File: config.mk
export PLATFORM = sky130hd
export DESIGN_NAME = huffman_frame_ctrl
export DESIGN_NICKNAME = d
export VERILOG_FILES = /design/src/rtl/huffman_frame_ctrl.sv
export SDC_FILE = /design/constraint.sdc
export NUM_CORES = 1
export LEC_CHECK = 0
export ABC_AREA = 0
export CELL_PAD_IN_SITES_DETAIL_PLACEMENT = 1
export CELL_PAD_IN_SITES_GLOBAL_PLACEMENT = 2
export CORE_ASPECT_RATIO = 1.2
export CORE_MARGIN = 3
export CORE_UTILIZATION = 42
export CTS_CLUSTER_SIZE = 12
export DETAILED_ROUTE_END_ITERATION = 10
export PLACE_DENSITY_LB_ADDON = 0.1
export REMOVE_ABC_BUFFERS = 1
export SYNTH_ARGS = -nofsm -noshare
export SYNTH_HDL_FRONTEND = slang
export SYNTH_SLANG_ARGS = --single-unit
File: constraint.sdc
create_clock -name clk -period 2.9 [get_ports clk]
set_input_delay 0.29 -clock clk [delete_from_list [all_inputs] [get_ports clk]]
set_output_delay 0.29 -clock clk [all_outputs]
set_load 0.02 [all_outputs]
File: src/rtl/huffman_frame_ctrl.sv
// Frame sequencer for the huffman core: buffers one frame of gray symbols, pulses the core
// reset, bursts the frame gap-free, then collects count/code tables and reports done or error.
module huffman_frame_ctrl #(
    parameter int FRAME_LEN = 100,
    parameter int CRST_CYC  = 2,
    parameter int TIMEOUT   = 1023
) (
    input  logic        clk,
    input  logic        reset,
    input  logic        start,
    output logic        busy,
    output logic        done,
    output logic        err,
    output logic [1:0]  err_code,
    input  logic        in_valid,
    input  logic [7:0]  in_data,
    output logic        in_ready,
    output logic        core_rst,
    output logic        core_gray_valid,
    output logic [7:0]  core_gray_data,
    input  logic        core_cnt_valid,
    input  logic        core_code_valid,
    input  logic [47:0] core_cnt,
    input  logic [47:0] core_hc,
    input  logic [47:0] core_m,
    output logic [47:0] cnt_tbl,
    output logic [47:0] hc_tbl,
    output logic [47:0] m_tbl
);

    typedef enum logic [2:0] {
        S_IDLE, S_LOAD, S_CRST, S_BURST, S_WAIT_CODE, S_DONE, S_ERR
    } state_t;

    localparam logic [6:0]  LAST_IDX   = 7'(FRAME_LEN - 1);
    localparam logic [3:0]  CRST_LAST  = 4'(CRST_CYC - 1);
    localparam logic [15:0] TIMER_LAST = 16'(TIMEOUT - 1);

    state_t      state, state_nxt;
    logic [7:0]  frame_buf [FRAME_LEN];
    logic [6:0]  wr_ptr, rd_ptr, rd_ptr_inc;
    logic [3:0]  crst_cnt;
    logic [15:0] timer;
    logic        cnt_seen;
    logic        accept, sym_ok, code_ok, cnt_capture;

    assign accept      = in_valid && (state == S_LOAD);
    assign sym_ok      = (in_data >= 8'd1) && (in_data <= 8'd6);
    // A count arriving in the same cycle as the code still counts as "seen".
    assign code_ok     = core_code_valid && (cnt_seen || core_cnt_valid);
    assign cnt_capture = core_cnt_valid && ((state == S_BURST) || (state == S_WAIT_CODE));
    assign rd_ptr_inc  = rd_ptr + 7'd1;

    always_ff @(posedge clk) begin
        if (reset) state <= S_IDLE;
        else       state <= state_nxt;
    end

    always_comb begin
        state_nxt = state;
        busy      = (state != S_IDLE);
        done      = (state == S_DONE);
        err       = (state == S_ERR);
        in_ready  = (state == S_LOAD);
        core_rst  = (state == S_IDLE) || (state == S_CRST) || (state == S_ERR);
        case (state)
            S_IDLE:  if (start) state_nxt = S_LOAD;
            S_LOAD: begin
                if (accept) begin
                    if (!sym_ok)                 state_nxt = S_ERR;
                    else if (wr_ptr == LAST_IDX) state_nxt = S_CRST;
                end
            end
            S_CRST:  if (crst_cnt == CRST_LAST) state_nxt = S_BURST;
            S_BURST: if (rd_ptr == LAST_IDX)    state_nxt = S_WAIT_CODE;
            S_WAIT_CODE: begin
                if (core_code_valid)           state_nxt = code_ok ? S_DONE : S_ERR;
                else if (timer == TIMER_LAST)  state_nxt = S_ERR;
            end
            S_DONE:  state_nxt = S_IDLE;
            S_ERR:   state_nxt = S_IDLE;
            default: state_nxt = S_IDLE;
        endcase
    end

    // Symbol storage is never reset; every frame refills it from index 0.
    always_ff @(posedge clk) begin
        if (accept && sym_ok) frame_buf[wr_ptr] <= in_data;
    end

    always_ff @(posedge clk) begin
        if (reset) begin
            wr_ptr          <= '0;
            rd_ptr          <= '0;
            crst_cnt        <= '0;
            timer           <= '0;
            cnt_seen        <= 1'b0;
            err_code        <= 2'd0;
            core_gray_valid <= 1'b0;
            core_gray_data  <= 8'd0;
            cnt_tbl         <= '0;
            hc_tbl          <= '0;
            m_tbl           <= '0;
        end else begin
            if (cnt_capture) begin
                cnt_tbl  <= core_cnt;
                cnt_seen <= 1'b1;
            end
            case (state)
                S_IDLE: begin
                    if (start) begin
                        err_code <= 2'd0;
                        wr_ptr   <= '0;
                        cnt_seen <= 1'b0;
                    end
                end
                S_LOAD: begin
                    if (accept) begin
                        if (!sym_ok) begin
                            err_code <= 2'd1;
                        end else begin
                            wr_ptr <= wr_ptr + 7'd1;
                            if (wr_ptr == LAST_IDX) crst_cnt <= '0;
                        end
                    end
                end
                S_CRST: begin
                    crst_cnt <= crst_cnt + 4'd1;
                    // Preload the first symbol so the burst lines up with the BURST state.
                    if (crst_cnt == CRST_LAST) begin
                        rd_ptr          <= '0;
                        core_gray_valid <= 1'b1;
                        core_gray_data  <= frame_buf[0];
                    end
                end
                S_BURST: begin
                    if (rd_ptr == LAST_IDX) begin
                        core_gray_valid <= 1'b0;
                        core_gray_data  <= 8'd0;
                        timer           <= '0;
                    end else begin
                        rd_ptr         <= rd_ptr_inc;
                        core_gray_data <= frame_buf[rd_ptr_inc];
                    end
                end
                S_WAIT_CODE: begin
                    timer <= timer + 16'd1;
                    if (code_ok) begin
                        hc_tbl <= core_hc;
                        m_tbl  <= core_m;
                    end else if (core_code_valid) begin
                        err_code <= 2'd3;
                    end else if (timer == TIMER_LAST) begin
                        err_code <= 2'd2;
                    end
                end
                default: ;
            endcase
        end
    end

endmodule
==> reports/qor.tcl, run 1 <==
set qor(finalCriticalPeriod_ns) 2.87
set qor(report.final.slew_viol_count) 0
set qor(globalRouteOverflowTotal) 0
set qor(worstPathRequired_ns) 3.46
set qor(ctsRootBufferMaster) {sky130_fd_sc_hd__clkbuf_16}
set qor(arrival_ns) 3.43
set qor(postPlaceCellArea_sq_um) 45100
set qor(core_area_sq_um) 91300
set qor(synth_top_cell_by_area) {sky130_fd_sc_hd__edfxtp_1}
set qor(total_iterations_of_the_first_detailed_routing_run) 5
set qor(post-synth-top-count-cell) {sky130_fd_sc_hd__edfxtp_1}
set qor(grt_antenna_before_repair) 4
set qor(yosysTopAreaCellShare) 0.617
set qor(asyncSetResetFlopFracSynth) 0
set qor(worst_r2r_path_depth) 11
set qor(grt_setup_unrepaired) {true}
set qor(maxSlewHeadroom) 0.343
set qor(wire_per_inst_um) 26.9
set qor(rr_startpoint) {rd_ptr[1]}
set qor(post_route_cell_area_sq_um) 48400
set qor(gp_congestion) 0.888
set qor(share_of_layout_cells_above_drive_strength_1) 0.198
set qor(met2_length_um) 59200
set qor(net_switching_mw) 7.54
set qor(clock_network_fraction_of_design_power) 0.392
set qor(dp_hpwl_um) 79000
set qor(rows) 121
set qor(timing.critical_path.from_type) {flop}
set qor(timing.setup.tns_ns) 0
set qor(worstSetupPathType) {reg -> reg}
set qor(setup_violations) 0
set qor(path_class_of_the_lowest_slack_min_delay_path) {in -> reg}
set qor(postSynthCellCount) 2579
set qor(pwr_density_cell_nw_per_um2) 658
set qor(topRoutingLayerUsed) {met5}
set qor(yosys_warnings) 0
set qor(final_hold_fails) 0
set qor(power.sequential.fraction) 0.493
set qor(syn-cell-area_sq_um) 38900
set qor(post-route-period-util) 0.989
set qor(maximum_number_of_pins_on_one_net_before_global_route_repair) 77
set qor(worstSkewPairLatency_ns) 0.67
set qor(worst-path-max-fanout) 31
set qor(clk_transition_reported_paths_ns) 0.06
set qor(y_dimension_of_the_die_um) 340
set qor(setup.worst_path.end_class) {flop}
set qor(area_delta_synth_final_pct) 24.4
set qor(cts_tree) {built}
set qor(clock_sink_count) 993
set qor(placement.io_buffers) 317
set qor(post_synth_main_area_contributors) {sky130_fd_sc_hd__edfxtp_1 62%, sky130_fd_sc_hd__mux4_2 11%, sky130_fd_sc_hd__dfxtp_1 9.9%, sky130_fd_sc_hd__nand2_1 4.3%, sky130_fd_sc_hd__a21oi_1 2.6%}
set qor(drc_errors) 0
set qor(reg2reg_setup_slack_ns) 0.03
set qor(met3WireLength_um) 7670
set qor(met1Wirelength_um) 49000
set qor(die_w_um) 284
set qor(worst_hold_path.endpoint) {cnt_tbl[3]}
set qor(route.vias.total) 24028
set qor(drt-total-wl_um) 118000
set qor(maxClockFrequency_mhz) 349
set qor(outcome) {finished clean}
set qor(vias_per_cell) 5.46
set qor(hold_path_startpoint) {core_cnt[3]}
set qor(detailedRoute.firstIterationViolations) 2140
set qor(finalWorstSetupSlack_ns) 0.0325
set qor(worstHoldPathCells) 3
set qor(ioPinCount) 318
set qor(synthTopCellsByCount) {800 x sky130_fd_sc_hd__edfxtp_1, 451 x sky130_fd_sc_hd__nand2_1, 203 x sky130_fd_sc_hd__nor2_1, 201 x sky130_fd_sc_hd__a21oi_1, 193 x sky130_fd_sc_hd__dfxtp_1}
set qor(combinationalPowerShare) 0.115
set qor(clockBufferDepth) 3
set qor(worstMarginPinSlew_ns) 0.985
set qor(ys_ff_latch) 993
set qor(num-nets-final) 3267
set qor(synth_enable_flop_cells) 800
set qor(power.switching_fraction) 0.237
set qor(start_util) 0.427
set qor(tritoncts.num_buffers) 102
set qor(reg2reg_to) {core_gray_data[2]}
set qor(ctsHtreeMaxLevel) 3
set qor(internal_portion_of_total_power_mw) 24.3
set qor(route.antenna.remaining_nets) 0
set qor(number_of_global_route_vias_before_repair) 25417
set qor(cellLeakagePower_nw) 15.4
set qor(track_usage) 0.242
set qor(syn_avg_cell_area_sq_um) 15.1
set qor(yosysUniqueCellTypes) 63
set qor(wire_length_of_the_first_global_routing_pass_um) 174000
set qor(yosys_most_used_dff) {sky130_fd_sc_hd__edfxtp_1}
set qor(dieArea_sq_um) 96400
set qor(synth_seq_area_share) 0.716
set qor(max-cap-violations) 0
set qor(irDropWorstVdd_mv) 0.595
set qor(clock_skew_ns) 0.0161
set qor(timing.hold.ws_ns) 0.169
set qor(detailedPlace.worstSlack_ns) -0.305
## power groups by stage
stage | Clock, mW | Sequential [mW] | Combinational (mW)
after floorplan | 0 | 16.3 | 1.88
after global placement | 0 | 16.0 | 3.55
after detailed placement | 0 | 16.0 | 3.61
after CTS | 12.8 | 15.7 | 3.64
after global routing | 13.4 | 15.7 | 3.95
final | 12.5 | 15.7 | 3.67
## flip-flops by register name (all words and copies together), names as in the netlist
signal	flops
hc_tbl	48
state	3
wr_ptr	7
frame_buf	800
err_code	2
crst_cnt	4
core_gray_data	8
core_gray_valid	1
rd_ptr	7
cnt_tbl	48
m_tbl	48
cnt_seen	1
timer	16
## layout by cell type, fill, tap and decap left out, types with 6 or more instances in the layout
cell                                n
sky130_fd_sc_hd__o21ai_0           17
sky130_fd_sc_hd__nor2b_1           51
sky130_fd_sc_hd__mux2_2            17
sky130_fd_sc_hd__a21o_1             9
sky130_fd_sc_hd__edfxtp_1         800
sky130_fd_sc_hd__o21a_1            10
sky130_fd_sc_hd__inv_1              6
sky130_fd_sc_hd__clkinv_1          17
sky130_fd_sc_hd__buf_4            239
sky130_fd_sc_hd__nor4_1            16
sky130_fd_sc_hd__mux2i_1           21
sky130_fd_sc_hd__o22ai_1           20
sky130_fd_sc_hd__mux4_2           183
sky130_fd_sc_hd__dfxtp_1          191
sky130_fd_sc_hd__nand4_1            7
sky130_fd_sc_hd__clkdlybuf4s50_1  308
sky130_fd_sc_hd__nand2b_1           7
sky130_fd_sc_hd__a21oi_1          197
sky130_fd_sc_hd__clkbuf_1          28
sky130_fd_sc_hd__nor3_1            40
sky130_fd_sc_hd__nor2_1           203
sky130_fd_sc_hd__clkbuf_16        107
sky130_fd_sc_hd__and3_1             7
sky130_fd_sc_hd__xor2_1            10
sky130_fd_sc_hd__buf_12            16
sky130_fd_sc_hd__clkinv_2          10
sky130_fd_sc_hd__a31oi_1            8
sky130_fd_sc_hd__a211oi_1          21
sky130_fd_sc_hd__nand2_1          449
sky130_fd_sc_hd__bufinv_16          6
sky130_fd_sc_hd__nand3_1           40
## routing by layer
layer | global-route usage | vias up
met5 | 0 | -
met4 | 0.0635 | 4
met3 | 0.0455 | 153
met2 | 0.413 | 826
met1 | 0.320 | 12292
li1 | - | 10753
## worst max path at each step
stage / from / to / slack [ns] / cells past startpoint
floorplan: rd_ptr[0] / core_gray_data[5] / -11.05 / 7
global placement: rd_ptr[0] / core_gray_data[6] / -0.26 / 11
detailed placement: rd_ptr[0] / core_gray_data[1] / -0.30 / 11
CTS: rd_ptr[0] / core_gray_data[7] / 0.009 / 11
global route: rd_ptr[1] / core_gray_data[2] / -0.03 / 11
finish: rd_ptr[1] / core_gray_data[2] / 0.03 / 11
## worst max-delay path: stages, from the launching register on
cell and delay [ns]:
sky130_fd_sc_hd__dfxtp_1 0.44, sky130_fd_sc_hd__ha_4 0.20, sky130_fd_sc_hd__xor2_4 0.18, sky130_fd_sc_hd__buf_12 0.24, sky130_fd_sc_hd__nand2_1 0.30, sky130_fd_sc_hd__o22ai_1 0.48, sky130_fd_sc_hd__a2111oi_2 0.12, sky130_fd_sc_hd__buf_4 0.19
sky130_fd_sc_hd__nor3_1 0.15, sky130_fd_sc_hd__nor3_1 0.08, sky130_fd_sc_hd__buf_4 0.16, sky130_fd_sc_hd__o21a_1 0.17
## cells by family (layout without fill, tap and decap cells)
group,after synthesis,in the layout,synth area share
multiplexers,222,222,0.116
other,0,2,0
AO/OA/AOI/OAI,321,321,0.0475
buffers and inverters,158,750,0.0178
flip-flops,993,993,0.716
adder cells (fa/ha/maj),6,6,0.00193
XOR/XNOR,17,17,0.00469
AND/OR/NAND/NOR,862,862,0.0957
## layout make-up
type / count / area (sq um)
Clock buffer: 135 / 2760
Inverter: 7 / 26.3
Multi-Input combinational cell: 1428 / 10500
Timing Repair Buffer: 571 / 5360
Fill cell: 8754 / 42800
Sequential cell: 993 / 27900
Tap cell: 1230 / 1540
Clock inverter: 37 / 347
Antenna cell: 2 / 5.00
## through the flow
| stage | power [mW] | utilization | cells |
|---|---|---|---|
| 3_5_place_dp | 19.6 | 0.494 | 4222 |
| 4_1_cts | 32.2 | 0.529 | 4395 |
| 5_1_grt | 33.1 | 0.531 | 4401 |
| 6_report | 31.9 | 0.531 | 4403 |
| 2_1_floorplan | 18.2 | - | 2428 |
| 3_3_place_gp | 19.6 | 0.494 | 4222 |
## timing repair
item | in CTS | in global routing
hold endpoints to repair | 12 | 0
pin swaps | 0 | 0
endpoints found under the setup margin | 4 | 9
gates cloned | 0 | 2
resized for setup | 9 | 21
setup buffers | 0 | 4
hold buffers | 2 | 0
(Power assumes the default switching activity.)
==> run 2: changes to the inputs <==
--- a/config.mk
+++ b/config.mk
@@ -10,7 +10,7 @@
 export CELL_PAD_IN_SITES_GLOBAL_PLACEMENT = 2
 export CORE_ASPECT_RATIO = 1.2
 export CORE_MARGIN = 3
-export CORE_UTILIZATION = 42
+export CORE_UTILIZATION = 40
 export CTS_CLUSTER_SIZE = 12
 export DETAILED_ROUTE_END_ITERATION = 10
 export PLACE_DENSITY_LB_ADDON = 0.1
==> run 2 against run 1 <==
  * The flow now finishes with violations (negative setup slack)
  * Critical path type unchanged
  * Count of clock-buffer cells in the layout increased by 6
  * Register-to-register slack got worse by 0.08 ns
  * Sequential share of layout area up 0.22 points
  * Routed wire length fell by 0.55%
  * Die area increased by 4.9%
  * Via count fell by 0.75%
==> reports/qor.tcl, run 2 (same netlist as run 1, synthesis figures left out) <==
set qor(setup_violations) 1
set qor(irDropWorstVdd_mv) 0.492
set qor(reg2reg_setup_slack_ns) -0.05
set qor(final_common_cell) {sky130_fd_sc_hd__edfxtp_1}
set qor(gr-max-usage-layer) {met2}
set qor(arrival_ns) 3.52
set qor(wire_length_of_the_first_global_routing_pass_um) 175000
set qor(clock_network_fraction_of_design_power) 0.391
set qor(maxClockFrequency_mhz) 340
set qor(timing.critical_path.from_type) {flop}
set qor(clock_sink_count) 993
set qor(power.switching_fraction) 0.238
set qor(worstSetupStartpoint) {rd_ptr[1]}
set qor(grt_met1_use) 0.303
set qor(failed_checks) {negative setup slack}
set qor(totalPowerFinal_mw) 31.8
set qor(timing.critical_path.buf_inv) 2
set qor(pwr_density_cell_nw_per_um2) 659
set qor(drt-total-wl_um) 118000
set qor(internal_portion_of_total_power_mw) 24.2
set qor(hold_path_startpoint) {core_hc[1]}
set qor(cts_tree) {built}
set qor(num-nets-final) 3245
set qor(worstPathRequired_ns) 3.47
set qor(tritoncts.num_buffers) 101
set qor(worstMarginPinSlew_ns) 1.00
set qor(ctsRootBufferMaster) {sky130_fd_sc_hd__clkbuf_16}
set qor(start_util) 0.406
set qor(ff_latch_area_sq_um) 27900
set qor(ioPinCount) 318
set qor(detailedRoute.firstIterationViolations) 1807
set qor(core_area_sq_um) 95900
set qor(largest_reg_flops) 800
set qor(worstSetupPathType) {reg -> reg}
set qor(clk_transition_reported_paths_ns) 0.06
set qor(gr-usage-met2) 0.391
set qor(clock_skew_ns) 0.0216
set qor(outcome) {finished with violations}
set qor(final_hold_fails) 0
set qor(cp_slowest_stage_delay_ns) 0.42
set qor(placement.io_buffers) 317
set qor(setup.worst_path.end_class) {flop}
set qor(finalCriticalPeriod_ns) 2.95
set qor(worstSkewPairLatency_ns) 0.68
set qor(clockBufferDepth) 3
set qor(fillerInstances) 9348
set qor(finalWorstSetupSlack_ns) -0.0451
set qor(multi_input_area_sq_um) 10500
set qor(grt_setup_unrepaired) {true}
set qor(gp_congestion) 0.868
set qor(rows) 124
set qor(route.vias.total) 23847
set qor(total_iterations_of_the_first_detailed_routing_run) 5
set qor(net_switching_mw) 7.57
set qor(share_of_layout_cells_above_drive_strength_1) 0.190
set qor(timing.setup.tns_ns) -0.0451
set qor(highest_count_cells_in_the_layout_ignoring_fill_and_taps) {800 x sky130_fd_sc_hd__edfxtp_1, 449 x sky130_fd_sc_hd__nand2_1, 308 x sky130_fd_sc_hd__clkdlybuf4s50_1}
set qor(grtUsageMet3) 0.0408
set qor(track_usage) 0.232
set qor(die_w_um) 291
set qor(max-cap-violations) 0
set qor(post-route-period-util) 1.02
set qor(route.antenna.remaining_nets) 0
set qor(power.sequential.fraction) 0.494
set qor(number_of_global_route_vias_before_repair) 25594
set qor(maxSlewHeadroom) 0.332
set qor(crit_path_cell_trace) {ha_4, buf_16, buf_6, mux4_2, and2b_1, nor4_1, o22ai_1, o21a_1}
set qor(dieArea_sq_um) 101000
set qor(maximum_number_of_pins_on_one_net_before_global_route_repair) 101
set qor(vias_per_cell) 5.40
set qor(combinationalPowerShare) 0.115
set qor(wire_per_inst_um) 26.7
set qor(critical_path.slowest_cell) {sky130_fd_sc_hd__ha_4}
set qor(ctsHtreeMaxLevel) 3
set qor(dp_hpwl_um) 79300
set qor(cellLeakagePower_nw) 15.3
set qor(worst-path-max-fanout) 39
set qor(rr_startpoint) {rd_ptr[1]}
set qor(path_class_of_the_lowest_slack_min_delay_path) {in -> reg}
set qor(report.final.slew_viol_count) 0
set qor(y_dimension_of_the_die_um) 348
set qor(area_delta_synth_final_pct) 23.9
set qor(critical_path.top_delay_family) {buffers and inverters}
set qor(globalRouteOverflowTotal) 0
set qor(drc_errors) 0
set qor(grt_antenna_before_repair) 2
set qor(max_flop_register) {frame_buf}
set qor(post_cts_buffers) 0
## run 2: cell count changes in the layout (fill, tap and decap cells not counted), sizes merged
| cell | previous run | this run |
|---|---|---|
| clkinv | 29 | 27 |
| dlygate4sd3 | 2 | 5 |
| bufinv | 6 | 5 |
| buf | 259 | 237 |
| diode | 2 | 1 |
| clkinvlp | 2 | 1 |
| clkbuf | 137 | 141 |
## run 2: final cells by class
cell class,count,share of cell area
Antenna cell,1,0.0000518
Clock buffer,141,0.0572
Clock inverter,33,0.00721
Inverter,7,0.000544
Multi-Input combinational cell,1428,0.217
Sequential cell,993,0.578
Tap cell,1260,0.0327
Timing Repair Buffer,550,0.107
## run 2: layer usage
layer  up-vias  wire (um)
li1      10709          -
met3       180       6290
met1     12218      49600
met2       738      57800
met5         -         13
met4         2       4200
## run 2: power groups by stage
| stage | Sequential (mW) | Combinational (mW) | Clock [mW] |
|---|---|---|---|
| after floorplan | 16.3 | 1.88 | 0 |
| after global placement | 16.0 | 3.63 | 0 |
| after detailed placement | 16.0 | 3.67 | 0 |
| after CTS | 15.7 | 3.70 | 12.8 |
| after global routing | 15.7 | 3.94 | 13.4 |
| final | 15.7 | 3.65 | 12.4 |
## run 2: through the flow
| step | setup slack (ns) | cell area (sq um) | hold slack (ns) | instances | utilization |
|---|---|---|---|---|---|
| global route | -0.0757 | 48300 | 0.158 | 4413 | 0.503 |
| CTS | 0.0179 | 48200 | 0.115 | 4412 | 0.503 |
| finish | -0.0451 | 48300 | 0.165 | 4413 | 0.503 |
| detailed placement | -0.322 | 45000 | 0.448 | 4233 | 0.469 |
| floorplan | -11.05 | 38300 | 0.359 | 2428 | - |
| global placement | -0.268 | 45000 | 0.440 | 4233 | 0.469 |
## run 2: final timing paths
| path | depth (start not counted) | endpoint |
|---|---|---|
| hold reg to reg | 2 | cnt_tbl[44] |
| setup / recovery | 8 | core_gray_data[7] |
| setup reg to reg | 8 | core_gray_data[7] |
| hold / removal | 3 | hc_tbl[1] |
## run 2: what timing repair did
item | CTS | global route
endpoints found under the setup margin | 7 | 7
hold endpoints to repair | 37 | 0
hold buffers | 5 | 0
gates resized for setup | 9 | 12
## run 2: worst reg2reg max path: cells and delay by family, from the launching register on
family	cells	cell delay (ns)
compound gates	2	0.43
mux	1	0.39
flops	1	0.37
fa+ha+maj	1	0.42
simple gates	2	0.55
buf+inv	2	0.68
==> run 3: changes to the inputs <==
--- a/config.mk
+++ b/config.mk
@@ -6,6 +6,7 @@
 export NUM_CORES = 1
 export LEC_CHECK = 0
 export ABC_AREA = 0
+export ABC_CLOCK_PERIOD_IN_PS = 2900
 export CELL_PAD_IN_SITES_DETAIL_PLACEMENT = 1
 export CELL_PAD_IN_SITES_GLOBAL_PLACEMENT = 2
 export CORE_ASPECT_RATIO = 1.2
==> results of run 3 <==
Final layout, timing and power as in run 2 (identical DEF).
